--- config.mk ---
export PLATFORM = sky130hd
export DESIGN_NAME = pc_gen
export DESIGN_NICKNAME = d
export VERILOG_FILES = /design/src/rtl/core_defs.sv /design/src/rtl/pc_redirect_buf.sv /design/src/rtl/pc_gen.sv
export SDC_FILE = /design/constraint.sdc
export NUM_CORES = 1
export LEC_CHECK = 0
export ABC_AREA = 1
export ABC_CLOCK_PERIOD_IN_PS = 3300
export BUFFER_PORTS_ARGS = -buffer_cell sky130_fd_sc_hd__buf_2
export CORE_UTILIZATION = 54
export CTS_CLUSTER_DIAMETER = 150
export DETAILED_ROUTE_END_ITERATION = 16
export PLACE_DENSITY = 0.83
export REMOVE_ABC_BUFFERS = 1
export SKIP_LAST_GASP = 1
export SYNTH_ARGS = -nofsm -noshare
export SYNTH_HDL_FRONTEND = slang
export SYNTH_SLANG_ARGS = --single-unit
--- constraint.sdc ---
create_clock -name clk -period 3.3 [get_ports clk]
set_input_delay 0.33 -clock clk [delete_from_list [all_inputs] [get_ports clk]]
set_output_delay 0.33 -clock clk [all_outputs]
set_load 0.03 [all_outputs]
--- src/rtl/core_defs.sv ---
// Shared definitions for the fetch-PC generator: default widths, reset vector,
// FSM state encoding and the legal fetch alignments.
package core_defs;

    localparam int          ADDR_W_DEF     = 32;
    localparam logic [31:0] RESET_ADDR_DEF = 32'h0000_0000;

    // Legal fetch step / alignment values in bytes
    localparam int IALIGN_HALF = 2;
    localparam int IALIGN_WORD = 4;

    typedef enum logic [1:0] {
        ST_BOOT = 2'd0,
        ST_RUN  = 2'd1,
        ST_ERR  = 2'd2
    } pc_state_e;

    function automatic logic ialign_legal(input int ialign);
        return (ialign == IALIGN_HALF) || (ialign == IALIGN_WORD);
    endfunction

endpackage

--- src/rtl/pc_redirect_buf.sv ---
// Holds one redirect that arrived while a fetch was waiting for its grant.
// A trap replaces a buffered jump; a jump never replaces a buffered trap.
// The buffer empties on the next fetch-address step.
module pc_redirect_buf #(
    parameter int ADDR_W = 32
) (
    input  logic              clk,
    input  logic              rst,
    input  logic              consume_i,
    input  logic              cap_trap_i,
    input  logic [ADDR_W-1:0] trap_addr_i,
    input  logic              cap_jump_i,
    input  logic [ADDR_W-1:0] jump_addr_i,
    output logic              pend_vld_o,
    output logic [ADDR_W-1:0] pend_addr_o
);

    logic              pend_vld_q;
    logic              pend_trap_q;
    logic [ADDR_W-1:0] pend_addr_q;

    // Capture/overwrite/drain of the single pending redirect entry
    always_ff @(posedge clk or posedge rst) begin
        if (rst) begin
            pend_vld_q  <= 1'b0;
            pend_trap_q <= 1'b0;
            pend_addr_q <= '0;
        end else if (consume_i) begin
            pend_vld_q  <= 1'b0;
            pend_trap_q <= 1'b0;
        end else if (cap_trap_i) begin
            pend_vld_q  <= 1'b1;
            pend_trap_q <= 1'b1;
            pend_addr_q <= trap_addr_i;
        end else if (cap_jump_i && !(pend_vld_q && pend_trap_q)) begin
            pend_vld_q  <= 1'b1;
            pend_trap_q <= 1'b0;
            pend_addr_q <= jump_addr_i;
        end
    end

    assign pend_vld_o  = pend_vld_q;
    assign pend_addr_o = pend_addr_q;

endmodule

--- src/rtl/pc_gen.sv ---
// Fetch-PC generator: BOOT/RUN/ERR sequencing, next-PC selection with
// trap > jump > buffered redirect > hold > increment priority, and a req/gnt
// handshake that keeps the address stable until a pending fetch is granted.
module pc_gen
    import core_defs::*;
#(
    parameter int                ADDR_W     = ADDR_W_DEF,
    parameter logic [ADDR_W-1:0] RESET_ADDR = ADDR_W'(RESET_ADDR_DEF),
    parameter int                HOLD_W     = 3,
    parameter int                IALIGN     = IALIGN_WORD
) (
    input  logic              clk,
    input  logic              rst,
    input  logic [HOLD_W-1:0] hold_flag_i,
    input  logic              jump_flag_i,
    input  logic [ADDR_W-1:0] jump_addr_i,
    input  logic              trap_flag_i,
    input  logic [ADDR_W-1:0] trap_addr_i,
    output logic              ifu_req_o,
    output logic [ADDR_W-1:0] ifu_addr_o,
    input  logic              ifu_gnt_i,
    output logic [ADDR_W-1:0] pc_o,
    output logic              misalign_o,
    output logic [ADDR_W-1:0] misalign_addr_o
);

    if (!ialign_legal(IALIGN)) begin : g_bad_ialign
        $error("pc_gen: IALIGN must be 2 or 4");
    end
    if (RESET_ADDR[0] || ((IALIGN == IALIGN_WORD) && RESET_ADDR[1])) begin : g_bad_reset_addr
        $error("pc_gen: RESET_ADDR is not aligned to IALIGN");
    end

    pc_state_e         state_q, state_d;
    logic [ADDR_W-1:0] pc_q, pc_d;
    logic              outstanding_q;
    logic              misalign_q;
    logic [ADDR_W-1:0] misalign_addr_q;

    logic              hold;
    logic              req;
    logic              stall;
    logic              step;
    logic              jump_misaligned;
    logic              jump_ok;
    logic              mis_jump;
    logic              pend_vld;
    logic [ADDR_W-1:0] pend_addr;

    assign hold  = |hold_flag_i;
    // An ungranted request stays up even through a hold or an error entry.
    assign req   = outstanding_q | ((state_q == ST_RUN) & ~hold);
    assign stall = req & ~ifu_gnt_i;
    assign step  = ~stall & ((state_q == ST_RUN) | ((state_q == ST_ERR) & trap_flag_i));

    assign jump_misaligned = (IALIGN == IALIGN_WORD) ? (jump_addr_i[1:0] != 2'b00)
                                                     : jump_addr_i[0];
    assign jump_ok  = (state_q == ST_RUN) & jump_flag_i & ~trap_flag_i & ~jump_misaligned;
    assign mis_jump = (state_q == ST_RUN) & jump_flag_i & ~trap_flag_i &  jump_misaligned;

    pc_redirect_buf #(
        .ADDR_W (ADDR_W)
    ) u_redirect_buf (
        .clk         (clk),
        .rst         (rst),
        .consume_i   (step),
        .cap_trap_i  (stall & trap_flag_i & (state_q != ST_BOOT)),
        .trap_addr_i (trap_addr_i),
        .cap_jump_i  (stall & jump_ok),
        .jump_addr_i (jump_addr_i),
        .pend_vld_o  (pend_vld),
        .pend_addr_o (pend_addr)
    );

    // Next-state and next-PC selection
    always_comb begin
        state_d = state_q;
        pc_d    = pc_q;
        unique case (state_q)
            ST_BOOT: state_d = ST_RUN;
            ST_RUN:  if (mis_jump) state_d = ST_ERR;
            ST_ERR:  if (trap_flag_i) state_d = ST_RUN;
            default: state_d = ST_BOOT;
        endcase
        if (step) begin
            if (trap_flag_i) begin
                pc_d = trap_addr_i;
            end else if (jump_ok) begin
                pc_d = jump_addr_i;
            end else if (mis_jump) begin
                pc_d = pc_q;
            end else if (pend_vld) begin
                pc_d = pend_addr;
            end else if (hold) begin
                pc_d = pc_q;
            end else begin
                pc_d = pc_q + ADDR_W'(IALIGN);
            end
        end
    end

    // State, PC, handshake tracking and misalignment report registers
    always_ff @(posedge clk or posedge rst) begin
        if (rst) begin
            state_q         <= ST_BOOT;
            pc_q            <= RESET_ADDR;
            outstanding_q   <= 1'b0;
            misalign_q      <= 1'b0;
            misalign_addr_q <= '0;
        end else begin
            state_q       <= state_d;
            pc_q          <= pc_d;
            outstanding_q <= stall;
            misalign_q    <= mis_jump;
            if (mis_jump) begin
                misalign_addr_q <= jump_addr_i;
            end
        end
    end

    assign ifu_req_o       = req;
    assign ifu_addr_o      = pc_q;
    assign pc_o            = pc_q;
    assign misalign_o      = misalign_q;
    assign misalign_addr_o = misalign_addr_q;

endmodule

==> Yosys cells after proc, flatten, opt, wreduce, memory -nomap -nowiden <==
Cells that the tools add are included.
{ "totals": {"ff_bits": 102, "latch_bits": 0, "ramBits": 0, "romBits": 0, "word_cells": 62, "mem_count": 0} }
{ "op_classes": {"n_addsub": 1, "multipliers": 0, "div_mod_pow": 0, "order_cmp": 0, "n_eq_ne": 6, "n_shift": 0, "mux": 16, "bitwise": 19, "n_reduce_logical": 12} }
{ "ops": {"columns": ["operator", "count"], "rows": [
  ["$mux W32", 7],
  ["$add A32 B3 Y32 const B", 1],
  ["$and A1 B1 Y1", 11],
  ["$mux W1", 6],
  ["$not A1 Y1", 6],
  ["$pmux W2 S3", 1],
  ["$reduce_bool A2 Y1", 3],
  ["$mux W2", 2],
  ["$ne A2 B2 Y1 const B", 2],
  ["$ne A4 B2 Y1 const B", 1],
  ["$reduce_and A2 Y1", 2],
  ["$ne A3 B3 Y1 const B", 1],
  ["$reduce_and A3 Y1", 1],
  ["$reduce_bool A3 Y1", 1],
  ["$reduce_or A3 Y1", 1],
  ["$eq A2 B1 Y1 const B", 1],
  ["$eq A2 B2 Y1 const B", 1],
  ["$logic_and A1 B1 Y1", 2],
  ["$logic_not A2 Y1", 1],
  ["$or A1 B1 Y1", 2],
  ["$logic_not A1 Y1", 1]
]} }

==> Depth between registers and ports, before layout <==
{ "logic_depth": {"depth_word": 10, "depth_mapped": 14, "ltp_nobuf": 12} }

==> By module <==
Synthesis repeated with hierarchy kept, for this count alone.
{ "unflattened": {"cells_unflattened": 1015, "hier_area_um2": 6681.4} }
{ "by_module_without_submodules": {"columns": ["mod", "n_inst", "cells_each", "area_each_um2", "seq_area_each_um2"], "rows": [
  ["pc_gen", 1, 762, 4747.1, 1701.6],
  ["pc_redirect_buf", 1, 253, 1934.4, 850.8]
]} }

==> Least setup slack after synthesis <==
Ideal clock, no wire load.
{ "synth_timing": {"path_type": "flip-flop to flip-flop", "start": "register pc_q[3] (netlist: ifu_addr_o[3])", "end": "register pc_q[26] (netlist: ifu_addr_o[26])", "arrival_ns": 1.807, "path_slack_ns": 1.376, "path_stages_with_launch": 13, "n_path_buf": 0, "cell_sequence": "dfrtp_1 ha_1 nand2_1 nor2_1 nand2_1 nor2_1 nand2_1 nand2_1 nand3_1 nand2_1 nand2_1 nand2_1 nand2_1"} }
{ "synth_via": {"elab_chain_len": 6} }
{ "synth_lines": {"columns": ["item", "line", "source"], "rows": [
  ["start: declaration", "pc_gen.sv:35", "logic [ADDR_W-1:0] pc_q, pc_d;"],
  ["start signal: assignment", "pc_gen.sv:112", "pc_q <= pc_d;"],
  ["$add A32 B3 Y32", "pc_gen.sv:97", "pc_d = pc_q + ADDR_W'(IALIGN);"],
  ["$mux W32", "pc_gen.sv:94", "end else if (hold) begin"],
  ["$mux W32", "pc_gen.sv:92", "end else if (pend_vld) begin"],
  ["$mux W32", "pc_gen.sv:90", "end else if (mis_jump) begin"],
  ["$mux W32", "pc_gen.sv:88", "end else if (jump_ok) begin"],
  ["$mux W32", "pc_gen.sv:86", "if (trap_flag_i) begin"]
]} }
Every way passes these cells. The select of a mux whose other input is x is not followed.
A chain may end at the register's enable or synchronous reset.

==> Final worst setup path <==
{ "layout_timing": {"start": "register state_q[0]", "end": "register pc_q[30] (netlist: ifu_addr_o[30])"} }
{ "layout_via": {"elab_chain_len": 7} }
{ "layout_lines": {"columns": ["item", "line", "source"], "rows": [
  ["start: declaration", "pc_gen.sv:34", "pc_state_e state_q, state_d;"],
  ["start signal: assignment", "pc_gen.sv:111", "state_q <= state_d;"],
  ["branches (longest 7 deep; another with $ne A4 B2 Y1)", null, null]
]} }
Parallel ways; which one is timed is not known.

==> run metrics <==
CP bufs+invs 2; die height 111 um; Clock transition at path regs 70 ps; R2R Setup Slk 980 ps; core box area 11500 um2; Die ar. 12200 um2; P_leak 4.01 nW; Max-cap violations 0; nets@finish 1142; DRT met1 WL 7.70 mm; status finished, final reports clean; Met2 Wirelength 8.01 mm; Worst Path Max Fanout 19; Clock Tree Root clkbuf_16; Layout area overhead 15.5%; yosys warns 0; delay-heaviest family, CP buffers and inverters; cells after synthesis 955; power density cells 768 nW/um2; Worst path max stage delay 500 ps; clock sink count 102; post-detail-place hpwl 11.7 mm; CTS tree built; DR WL met3 801 um; Via density 5.11; Worst Max-Slew Pin Slew 947 ps; relative slew slack 36.9%; crit path launch type register; crit path cell chain nand2_1 -> nor2_4 -> nand2_2 -> clkinv_1 -> buf_4 -> a21oi_1 -> nand2_1 -> nand2_1 -> nand2_1; vias 6224; Initial DRC Count 395; Post-Layout Cell Count 1217; port bufs 169; # DRC 0; initial antenna violation count 0; Syn Std Cell Area 6370 um2; largest net degree at the start of global routing 64; fin util 64.1%; number of enable-type register cells in the synthesized netlist 0; first-pass GRT wire length 28.0 mm; Seq/Total Area, Yosys 40.1%; most common flop cell mapped by yosys dfrtp_1; Async SR Flop Fraction 100%; Fin. Hold Viols 0; CP required 3540 ps; WL/cell 13.7 um; Tot GR Track Use 28.0%; syn avg cell area 6.67 um2; CP Class reg -> reg; fin crit period 2320 ps; H-tree levels 3; Pwr Total 0.00565 W; Max stage delay cell, worst path clkinv_1; Yosys reg bits 102; row count 39; # setup viols final 0; final period utilization 70.4%; Routed Antenna Nets 0; grt ovf 0; layout cells sized above 1 21.7%; RSZ-0062 raised after global routing no; Setup Fix Bufs, Post-CTS 0; most frequent CP cell nand2_1; antenna cells 0; CP endpoint kind register; total CTS buffers 9; Peak VDD IR 0.000527 V; Clock Path Buffers 2; setup TNS 0 ps; initial core utilization 55.5%; Max Slew Vio Count 0; worst hold-check path type in -> async; Crit path arrival time 2560 ps; Clk Latency, worst-skew pair 350 ps; Die X 111 um; Hold-fix buffers, CTS 0; gp weighted congestion 0.898; skew final 3.96 ps; f_max 430 MHz; IO Count 170; first drt pass iteration count 6; vias in the first global route 5682; fillcell total 1062; final wirelength 16.7 mm; DR top layer met4; cts repair resizes 0; dpl cells 1201; Synth cell types 32; WHS 13.7 ps
-- worst reg2reg max path: stages (launching register included) --
cell and delay, ps:
dfrtp_1 410, nand2_1 150, nor2_4 70, nand2_2 300, clkinv_1 500, buf_4 380
a21oi_1 210, nand2_1 80, nand2_1 60, nand2_1 60
-- cell families (layout without fill, tap and decap cells) --
kind of cell / Yosys count / after routing / synth area share [%]
and+or+nand+nor: 511 / 511 / 32.7
AOI/OAI and AO/OA: 167 / 167 / 13.6
buffers and inverters: 167 / 286 / 12.5
DFF: 102 / 102 / 40.1
xor gates and xnor gates: 7 / 7 / 0.963
adders and majority gates: 1 / 1 / 0.196
-- flip-flops by register name (all words and copies together) (netlist names) --
register	flops
ifu_addr_o	32
misalign_addr_o	32
misalign_o	1
outstanding_q	1
state_q	2
u_redirect_buf.pend_addr_o	32
u_redirect_buf.pend_trap_q	1
u_redirect_buf.pend_vld_o	1
-- Yosys cell counts (2+ instances only) --
master | instances | area, um2
nand2_1 | 349 | 1310
clkbuf_1 | 25 | 93.8
nor2_1 | 80 | 300
o211ai_1 | 2 | 15.0
dfrtp_1 | 102 | 2550
a21oi_1 | 28 | 140
xor2_1 | 3 | 26.3
buf_4 | 32 | 240
o21ai_0 | 98 | 490
o21ai_1 | 30 | 150
or2_2 | 3 | 18.8
buf_2 | 14 | 70.1
buf_6 | 4 | 45.0
o21bai_1 | 3 | 22.5
o22ai_1 | 2 | 12.5
nor2_4 | 2 | 22.5
nand3_1 | 48 | 240
inv_2 | 4 | 15.0
nor2_2 | 21 | 131
nand2_2 | 5 | 31.3
inv_1 | 86 | 323
xnor2_1 | 4 | 35.0
-- path summary, 6_finish.rpt --
| path | cells past startpoint | endpoint | from |
|---|---|---|---|
| max | 9 | ifu_addr_o[30] | state_q[0] |
| min | 2 | misalign_addr_o[13] | rst |
| min reg2reg | 2 | misalign_addr_o[1] | misalign_addr_o[1] |
| max reg2reg | 9 | ifu_addr_o[30] | state_q[0] |
| max in group asynchronous | 3 | u_redirect_buf.pend_addr_o[31] | rst |
| min in group clk | 3 | misalign_addr_o[18] | jump_addr_i[18] |
-- per-stage QoR --
stage               setup WS (ps)  cell area, um2
finish                        977            7360
global route                  752            7360
CTS                           987            7360
detailed placement            944            7040
global placement              959            7040
floorplan                     295            5920
-- cells in the final DEF, fill, tap and decap left out, types with 4 or more instances in the layout --
cell type / n
inv_2: 4
nand2_1: 348
dfrtp_1: 102
nor2_2: 21
a21oi_1: 28
clkbuf_16: 9
nor2_1: 80
o21ai_0: 98
buf_2: 169
inv_1: 85
buf_4: 7
o21ai_1: 30
nand3_1: 48
nand2_2: 6
xnor2_1: 4
-- layout make-up --
type	instances	area (um2)	share of cell area, %
Multi-Input combinational cell	686	3020	41.1
Tap cell	143	179	2.43
Clock inverter	6	86.3	1.17
Sequential cell	102	2550	34.7
Clock buffer	10	229	3.11
Timing Repair Buffer	178	938	12.8
Inverter	92	350	4.76
-- routing by layer --
layer	track usage (%)	vias to the layer above
met3	3.84	18
li1	-	3179
met4	5.96	0
met1	37.9	2833
met5	0	-
met2	48.0	194
-- power breakdown --
group | internal [W] | switching (W) | leakage [nW]
Combinational | 0.000727 | 0.00168 | 2.58
Clock | 0.000664 | 0.000473 | 0.152
Sequential | 0.00166 | 0.000446 | 1.28
Total | 0.00305 | 0.00260 | 4.01
Power figures use the tool's default switching activity.
